--- src/rtl/fpu_pkg.sv ---
// fpu_pkg: shared widths, constants and align-FSM state encoding for the single-precision adder.
package fpu_pkg;
    localparam int EXP_W = 8;
    localparam int MAN_W = 23;
    localparam int EXT_W = MAN_W + 4;
    localparam logic [EXP_W-1:0] EXP_ALL_ONES = '1;
    // 4-bit encoding matches the state width of the downstream control unit
    typedef enum logic [3:0] {
        S_IDLE    = 4'd0,
        S_COMPARE = 4'd1,
        S_SHIFT   = 4'd2,
        S_DONE    = 4'd3
    } align_state_t;
endpackage

--- src/rtl/fp_unpack.sv ---
// fp_unpack: splits an IEEE operand into sign, effective exponent and {hidden, fraction, G, R, S}.
module fp_unpack #(
    parameter int EXP_W = 8,
    parameter int MAN_W = 23
) (
    input  logic [EXP_W+MAN_W:0] op,
    output logic                 sign,
    output logic [EXP_W-1:0]     exp_eff,
    output logic [MAN_W+3:0]     mant,
    output logic                 is_special
);
    logic [EXP_W-1:0] e;
    logic             hidden;
    assign e          = op[EXP_W+MAN_W-1:MAN_W];
    assign hidden     = e != '0;
    assign sign       = op[EXP_W+MAN_W];
    // denormals share the exponent of the smallest normal
    assign exp_eff    = hidden ? e : EXP_W'(1);
    assign mant       = {hidden, op[MAN_W-1:0], 3'b000};
    assign is_special = e == '1;
endmodule

--- src/rtl/fp_align_unit.sv ---
// fp_align_unit: unpacks two operands and right-aligns the smaller mantissa with guard/round/sticky.
// ALIGN_BARREL_SHIFT_EN replaces the 1-bit-per-cycle shifter with a one-cycle barrel shift.
module fp_align_unit import fpu_pkg::*; #(
    parameter int EXP_W = 8,
    parameter int MAN_W = 23
) (
    input  logic                 clk,
    input  logic                 reset,
    input  logic                 start,
    input  logic [EXP_W+MAN_W:0] op_a,
    input  logic [EXP_W+MAN_W:0] op_b,
    input  logic                 out_ack,
    output logic                 busy,
    output logic                 out_valid,
    output logic                 sign_l,
    output logic                 sign_s,
    output logic [EXP_W-1:0]     exp_common,
    output logic [MAN_W+3:0]     mant_l,
    output logic [MAN_W+3:0]     mant_s,
    output logic                 swapped,
    output logic                 special
);
    localparam int EXT_W = MAN_W + 4;
    localparam int CW = $clog2(EXT_W + 1);
    align_state_t         state, state_nxt;
    logic [EXP_W+MAN_W:0] a_r, b_r;
    logic [CW-1:0]        count, cnt;
    logic                 sa, sb, spa, spb, a_ge, shift_last, do_shift;
    logic [EXP_W-1:0]     ea, eb, d;
    logic [EXT_W-1:0]     ma, mb, shift_nxt;
    fp_unpack #(.EXP_W(EXP_W), .MAN_W(MAN_W)) u_unpack_a (
        .op(a_r), .sign(sa), .exp_eff(ea), .mant(ma), .is_special(spa)
    );
    fp_unpack #(.EXP_W(EXP_W), .MAN_W(MAN_W)) u_unpack_b (
        .op(b_r), .sign(sb), .exp_eff(eb), .mant(mb), .is_special(spb)
    );
    assign a_ge = ea >= eb;
    assign d    = a_ge ? ea - eb : eb - ea;
    // beyond EXT_W places every bit has already collapsed into sticky
    assign cnt  = int'(d) > EXT_W ? CW'(EXT_W) : CW'(d);
`ifdef ALIGN_BARREL_SHIFT_EN
    logic             shift_done;
    logic [EXT_W:0]   mask;
    logic [EXT_W-1:0] shifted;
    assign mask       = {(EXT_W+1){1'b1}} >> (EXT_W - int'(count));
    assign shifted    = mant_s >> count;
    assign shift_nxt  = {shifted[EXT_W-1:1], |({1'b0, mant_s} & mask)};
    assign shift_last = shift_done;
`else
    assign shift_nxt  = {1'b0, mant_s[EXT_W-1:2], mant_s[1] | mant_s[0]};
    assign shift_last = count == '0;
`endif
    assign do_shift = state == S_SHIFT && !shift_last;
    always_comb begin
        state_nxt = state;
        case (state)
            S_IDLE:    state_nxt = start ? S_COMPARE : S_IDLE;
            S_COMPARE: state_nxt = (spa | spb) ? S_DONE : S_SHIFT;
            S_SHIFT:   state_nxt = shift_last ? S_DONE : S_SHIFT;
            S_DONE:    state_nxt = out_ack ? S_IDLE : S_DONE;
            default:   state_nxt = S_IDLE;
        endcase
    end
    assign busy      = state != S_IDLE;
    assign out_valid = state == S_DONE;
    always_ff @(posedge clk) begin
        if (reset) begin
            state      <= S_IDLE;
            a_r        <= '0;
            b_r        <= '0;
            count      <= '0;
            sign_l     <= 1'b0;
            sign_s     <= 1'b0;
            exp_common <= '0;
            mant_l     <= '0;
            mant_s     <= '0;
            swapped    <= 1'b0;
            special    <= 1'b0;
`ifdef ALIGN_BARREL_SHIFT_EN
            shift_done <= 1'b0;
`endif
        end else begin
            state <= state_nxt;
            if (state == S_IDLE && start) begin
                a_r <= op_a;
                b_r <= op_b;
            end
            if (state == S_COMPARE) begin
                sign_l     <= a_ge ? sa : sb;
                sign_s     <= a_ge ? sb : sa;
                exp_common <= a_ge ? ea : eb;
                mant_l     <= a_ge ? ma : mb;
                mant_s     <= a_ge ? mb : ma;
                swapped    <= !a_ge;
                special    <= spa | spb;
                count      <= cnt;
`ifdef ALIGN_BARREL_SHIFT_EN
                shift_done <= 1'b0;
`endif
            end
            if (do_shift) begin
                mant_s <= shift_nxt;
`ifdef ALIGN_BARREL_SHIFT_EN
                shift_done <= 1'b1;
`else
                count <= count - 1'b1;
`endif
            end
        end
    end
endmodule
--- config.mk ---
export PLATFORM = sky130hd
export DESIGN_NAME = fp_align_unit
export DESIGN_NICKNAME = d
export VERILOG_FILES = /design/src/rtl/fpu_pkg.sv /design/src/rtl/fp_unpack.sv /design/src/rtl/fp_align_unit.sv
export SDC_FILE = /design/constraint.sdc
export NUM_CORES = 1
export LEC_CHECK = 0
export CORE_MARGIN = 2
export CORE_UTILIZATION = 28
export DETAILED_ROUTE_END_ITERATION = 7
export SLEW_MARGIN = 10
export SYNTH_ARGS = -nofsm -noshare
export SYNTH_HDL_FRONTEND = slang
export SYNTH_SLANG_ARGS = --single-unit
--- constraint.sdc ---
create_clock -name clk -period 3.2 [get_ports clk]
set_input_delay 0.8 -clock clk [delete_from_list [all_inputs] [get_ports clk]]
set_output_delay 0.8 -clock clk [all_outputs]
set_load 0.01 [all_outputs]
# Word-level counts from Yosys, hierarchy flattened
# Cells that the tools add are included.
dict set report word_totals {
  ff_bits 139
  input_bits 68
  output_inout_bits 68
  elab_cells 53
}
dict set report classes {
  addsub 3
  magnitude_cmp 2
  eq_ne 5
  muxes 18
  bitwise_logic 2
  reduce_logical 11
}
# cell count
set ops {}
lappend ops {{$mux W27} 2}
lappend ops {{$mux W26} 2}
lappend ops {{$mux W8} 4}
lappend ops {{$eq A8 B8 Y1 const B} 2}
lappend ops {{$reduce_bool A8 Y1} 2}
lappend ops {{$sub A8 B8 Y8} 2}
lappend ops {{$mux W5} 3}
lappend ops {{$eq A4 B2 Y1 const B} 2}
lappend ops {{$ge A8 B8 Y1} 1}
lappend ops {{$gt A8 B5 Y1 const B} 1}
lappend ops {{$pmux W2 S4} 1}
lappend ops {{$logic_not A5 Y1} 1}
lappend ops {{$mux W1} 5}
lappend ops {{$sub A5 B1 Y5 const B} 1}
lappend ops {{$eq A4 B1 Y1 const B} 1}
lappend ops {{$logic_not A4 Y1} 1}
lappend ops {{$reduce_bool A4 Y1} 1}
lappend ops {{$logic_and A1 B1 Y1} 2}
lappend ops {{$logic_not A1 Y1} 2}
lappend ops {{$mux W2} 1}
lappend ops {{$or A1 B1 Y1} 2}
lappend ops {{$reduce_bool A2 Y1} 1}
lappend ops {{$reduce_or A2 Y1} 1}

# Logic depth before layout (Yosys ltp)
dict set report depth {
  word_depth 8
  mapped_depth 17
  depth_no_buf 15
}

# Modules after synthesis
# Synthesis repeated with hierarchy kept, for this count alone.
dict set report hier_totals {
  hier_cells 852
  area_unflattened_um2 6941.7
}
# module n_inst cells_per_inst area_each_um2 seq_area_each_um2
set modules_own_cells {}
lappend modules_own_cells {fp_align_unit 1 766 6363.6 2742.6}
lappend modules_own_cells {fp_unpack 2 43 289.0 0.0}

# Worst setup path after synthesis
# No wires, ideal clock.
dict set report synth_timing {
  kind {register to register}
  from {register a_r[27]}
  to {register mant_l[16]}
  setup_time_ns 0.091
  arrival_ns 3.328
  t_required_ns 3.109
  setup_slack_ns -0.219
  stages_incl_launch_ff 15
  n_path_buf 3
  synth_period_minus_slack_ns 3.419
  path_cell_list {dfxtp_1 -> or4_1 -> nor2_1 -> nor2_1 -> ha_1 -> fa_1 -> nand2b_1 -> o21ai_1 -> o311a_4 -> or2_1 -> buf_6 -> clkbuf_1 -> clkbuf_1 -> nand2_1 -> a311oi_1}
}
dict set report synth_via {
  elab_chain_len 4
}
# item line
set synth_rtl {}
lappend synth_rtl {{start, declared} fp_align_unit.sv:26} ;# logic [EXP_W+MAN_W:0] a_r, b_r;
lappend synth_rtl {{start signal, assigned} fp_align_unit.sv:85} ;# a_r <= op_a;
lappend synth_rtl {{$reduce_bool A8 Y1} fp_unpack.sv:15} ;# assign hidden = e != '0;
lappend synth_rtl {{$mux W8 (*)} fp_unpack.sv:18} ;# assign exp_eff = hidden ? e : EXP_W'(1);
lappend synth_rtl {{$ge A8 B8 Y1 (*)} fp_align_unit.sv:37} ;# assign a_ge = ea >= eb;
lappend synth_rtl {{$mux W27 (*)} fp_align_unit.sv:92} ;# mant_l <= a_ge ? ma : mb;
lappend synth_rtl {{end signal, assigned} fp_align_unit.sv:92}
lappend synth_rtl {{end, declared} fp_align_unit.sv:18} ;# output logic [MAN_W+3:0] mant_l,
# Every way passes the cells marked *; elsewhere a longest branch is shown, timed or not.
# A chain may end at the register's enable or synchronous reset.

# Final worst setup path
dict set report layout_timing {
  from {register b_r[25]}
  to {register count[4]}
}
dict set report layout_via {
  elab_chain_len 8
  word_cells_on_any_way 10
  cone_classes {2 x add/sub; 2 x order compare; 5 x mux; 1 x reduce/logical}
}
# item line
set layout_rtl {}
lappend layout_rtl {{start, declared} fp_align_unit.sv:26}
lappend layout_rtl {{start signal, assigned} fp_align_unit.sv:86} ;# b_r <= op_b;
lappend layout_rtl {{$reduce_bool A8 Y1} fp_unpack.sv:15}
lappend layout_rtl {{$mux W8 (*)} fp_unpack.sv:18}
lappend layout_rtl {{$sub A8 B8 Y8 / $ge A8 B8 Y1 (equally long branches)} {fp_align_unit.sv:38, fp_align_unit.sv:37}}
lappend layout_rtl {{$mux W8 (*)} fp_align_unit.sv:38} ;# assign d = a_ge ? ea - eb : eb - ea;
lappend layout_rtl {{$gt A8 B5 Y1} fp_align_unit.sv:40} ;# assign cnt = int'(d) > EXT_W ? CW'(EXT_W) : CW'(d);
lappend layout_rtl {{$mux W5 (*)} fp_align_unit.sv:40}
lappend layout_rtl {{$mux W5 (*)} fp_align_unit.sv:88} ;# if (state == S_COMPARE) begin
lappend layout_rtl {{$mux W5 (*)} fp_align_unit.sv:101} ;# if (do_shift) begin
lappend layout_rtl {{end signal, assigned} fp_align_unit.sv:96} ;# count <= cnt;
lappend layout_rtl {{end signal, assigned} fp_align_unit.sv:106} ;# count <= count - 1'b1;
lappend layout_rtl {{end, declared} fp_align_unit.sv:27} ;# logic [CW-1:0] count, cnt;
# Every way passes the cells marked *; elsewhere a longest branch is shown, timed or not. The select of a mux whose other input is x is not followed.

==> reports/results.tsv <==
stage	metric	value	unit
global_routing	grt ovf	0	
drt	1st-pass router iterations	5	
placement	Post-DP Area	8090	sq um
setup_path	kind of critical path	reg -> reg	
yosys	Netlist cell types	51	
setup_path	Worst R2R Path Depth	16	
clock_network	hold_buf cts	0	
yosys	Mapped Area	6260	sq um
floorplanning	FP Rows	54	
timing	Max Clk Rate	297.4	MHz
yosys	predominant post-synthesis flop cell	dfxtp_1	
drt	number of DRC violations after detailed-routing iteration 0	338	
run_status	run status	finished with violations	
drt	vias	6285	
clock_network	CTS Buf Count	17	
floorplanning	chip width	153.5	um
yosys	Yosys warnings	0	
yosys	Post-synth EDFFs	0	
power_and_ir_drop	pwr dens	696.3	nW/um^2
floorplanning	Ports	136	
setup_path	Reg-to-Reg Start	b_r[25]	
clock_network	clock-pin slew on the worst setup and hold paths	0.06	ns
timing	Fin Hold WS	0.4692	ns
finish	diode count	0	
yosys	Post-Syn Instances	839	
timing	Max Clock Skew	0.008281	ns
global_routing	global-route wire length before repair	31870	um
setup_path	Worst Path Arrival	3.64	ns
finish	final instance area	9218	sq um
floorplanning	area of the die	23570	sq um
drt	DR DRC count	0	
clock_network	clk buf depth	2	
run_status	failing checks	negative setup slack	
clock_network	clock latency on the worst-skew pair	0.42	ns
drt	Routed Antenna Nets	0	
placement	gpl congestion	0.8187	
global_routing	initial antenna violation count	1	
timing	final setup vio count	30	
setup_path	worst-path fanout max	6	
yosys	Avg Cell Area, Syn	7.461	sq um
power_and_ir_drop	maximum VDD drop	0.3343	mV
floorplanning	Die Span Y	153.5	um
drt	routed length per instance	16.06	um
finish	post-route insts no fill	1273	
timing	RSZ-0062 raised after global routing	yes	
timing	final worst slack	-0.1625	ns
yosys	number of synthesized register bits	134	
global_routing	vias in the first global route	6147	
timing	crit path time final	3.362	ns
drt	Via density	4.937	
yosys	register area share after synthesis	42.85	%
yosys	FFs w/ async S/R, synth	0	%
clock_network	CTS tree	done	
clock_network	H-tree lvl count	4	
timing	Hold Vio Cnt, Final	0	
clock_network	Sink Count	134	
global_routing	pin count of the biggest net entering global routing	76	
finish	fin nets	1066	
min_path	worst hold path depth	2	
clock_network	CTS root buf	clkbuf_16	
job	Max Cap Violations	0	
timing	Pins Over Slew Limit	0	
setup_path	CP startpoint kind	flip-flop	
setup_path	Worst Setup SP	b_r[25]	
placement	DP Wirelength	13060	um
placement	post-placement cell count	1224	
finish	fin util	42.11	%
timing	TNS Setup	-1.524	ns
global_routing	Total Routing Usage GR	16.74	%
finish	area growth from synthesis to layout	47.25	%
timing	period utilization	105.1	%
setup_path	Req. time, crit path	3.48	ns
drt	total detailed-routing wirelength	20450	um
min_path	hold path startpoint	mant_l[26]	
setup_path	CP endpoint kind	flip-flop	
power_and_ir_drop	Lkg Pwr	3.352	nW
finish	share of layout cells above drive strength 1	16.82	%
floorplanning	area of the core	21890	sq um
timing	Slew HR	42.81	%
timing	Worst Tran Pin Value	0.8579	ns
floorplanning	Initial Util	28.60	%
min_path	Hold Path Class	reg -> reg	
placement	I/O Buffers	132	
area by class of cell:
cell class                      count  area (sq um)
Clock buffer                       20         456.7
Sequential cell                   134          2690
Multi-Input combinational cell    609          3515
Clock inverter                     12         151.4
Timing Repair Buffer              199          1983
Tap cell                          280         350.3
Inverter                           19         71.32
Fill cell                        2203         12670
metrics by stage:
stage | setup slack, ns | power, mW
global route | -0.2684 | 6.749
floorplan | -0.1025 | 3.116
CTS | -0.1178 | 6.155
detailed placement | -0.2958 | 3.878
global placement | -0.2295 | 3.861
finish | -0.1625 | 6.418
what timing repair did:
action,CTS,global route
buffers inserted,5,6
gates cloned,2,5
endpoints found under the setup margin,61,61
gates resized for setup,26,35
pin swaps,16,10
per-layer routing:
metal  vias to the layer above  track usage, %  part of all wire [%]
met2                       167           26.69                    45
met3                        22           4.030                   5.5
li1                       3133               -                     -
met5                         -               0                     0
met4                         0           4.893                   1.3
met1                      2963           22.56                    48
critical path: stages (launching register included):
cell       delay, ns
dfxtp_2         0.32
or4_4           0.55
nor2_4          0.13
nor2_4          0.05
inv_2           0.08
ha_4            0.15
fa_2            0.21
nand2b_4        0.13
o21ai_4         0.06
o311a_4         0.33
buf_6           0.12
nor2_4          0.16
buf_4           0.16
mux2i_1         0.20
xor2_1          0.24
and3_4          0.26
a2111oi_4       0.07
kinds of logic after synthesis:
group,count (synthesis),share of synthesized area (%)
simple gates,380,24.47
compound gates,197,20.59
flops,134,42.85
buf+inv,98,6.196
fa+ha+maj,18,3.838
mux,6,1.179
xor+xnor,5,0.8197
other cells,1,0.05991
final timing paths:
path / to / slack [ns]
min: mant_l[26] / 0.47
max reg2reg: count[4] / -0.16
min reg2reg: mant_l[26] / 0.47
max: count[4] / -0.16
cells in the mapped netlist (4+ instances only):
cell type / number / area [sq um]
ha_1: 16 / 200.2
nand2b_1: 5 / 31.28
nand4_1: 5 / 31.28
clkbuf_1: 68 / 255.2
nor2b_1: 4 / 25.02
nor3_1: 10 / 50.05
o21ai_0: 10 / 50.05
o21a_1: 4 / 30.03
dfxtp_1: 134 / 2683
nand2_1: 255 / 957.2
a31oi_1: 5 / 31.28
inv_1: 19 / 71.32
nor2_1: 82 / 307.8
a21oi_1: 105 / 525.5
a221oi_1: 24 / 210.2
buf_1: 6 / 22.52
mux2i_1: 4 / 40.04
a311oi_1: 33 / 289.0
placed cells by master (no fill, tap or decap), drive strengths merged, types with 3 or more instances in the layout:
| master | count |
|---|---|
| a311oi | 33 |
| dfxtp | 134 |
| nand2b | 5 |
| clkdlybuf4s50 | 131 |
| and3 | 3 |
| inv | 20 |
| o21ai | 11 |
| clkinv | 3 |
| nand3 | 3 |
| nand2 | 255 |
| clkbuf | 23 |
| buf | 64 |
| a31oi | 5 |
| a21oi | 105 |
| ha | 16 |
| or4 | 3 |
| clkinvlp | 5 |
| nor2 | 83 |
| conb | 3 |
| nand4 | 5 |
| xor2 | 3 |
| o21a | 4 |
| nor3 | 10 |
| bufinv | 3 |
| a221oi | 24 |
| nor2b | 4 |
| mux2i | 5 |
state kept, by name (all words and copies together), names as in the netlist:
name / flops
state: 2
mant_l: 24
count: 5
sign_l: 1
mant_s: 27
b_r: 32
swapped: 1
a_r: 32
special: 1
sign_s: 1
exp_common: 8
where the power goes:
| group | switching [mW] | internal, mW | leakage, nW | total, mW |
|---|---|---|---|---|
| Combinational | 1.27 | 1.15 | 1.97 | 2.42 |
| Sequential | 0.124 | 1.84 | 1.10 | 1.96 |
| Clock | 0.774 | 1.26 | 0.284 | 2.04 |
| Total | 2.17 | 4.25 | 3.35 | 6.42 |
Power figures use the tool's default switching activity.
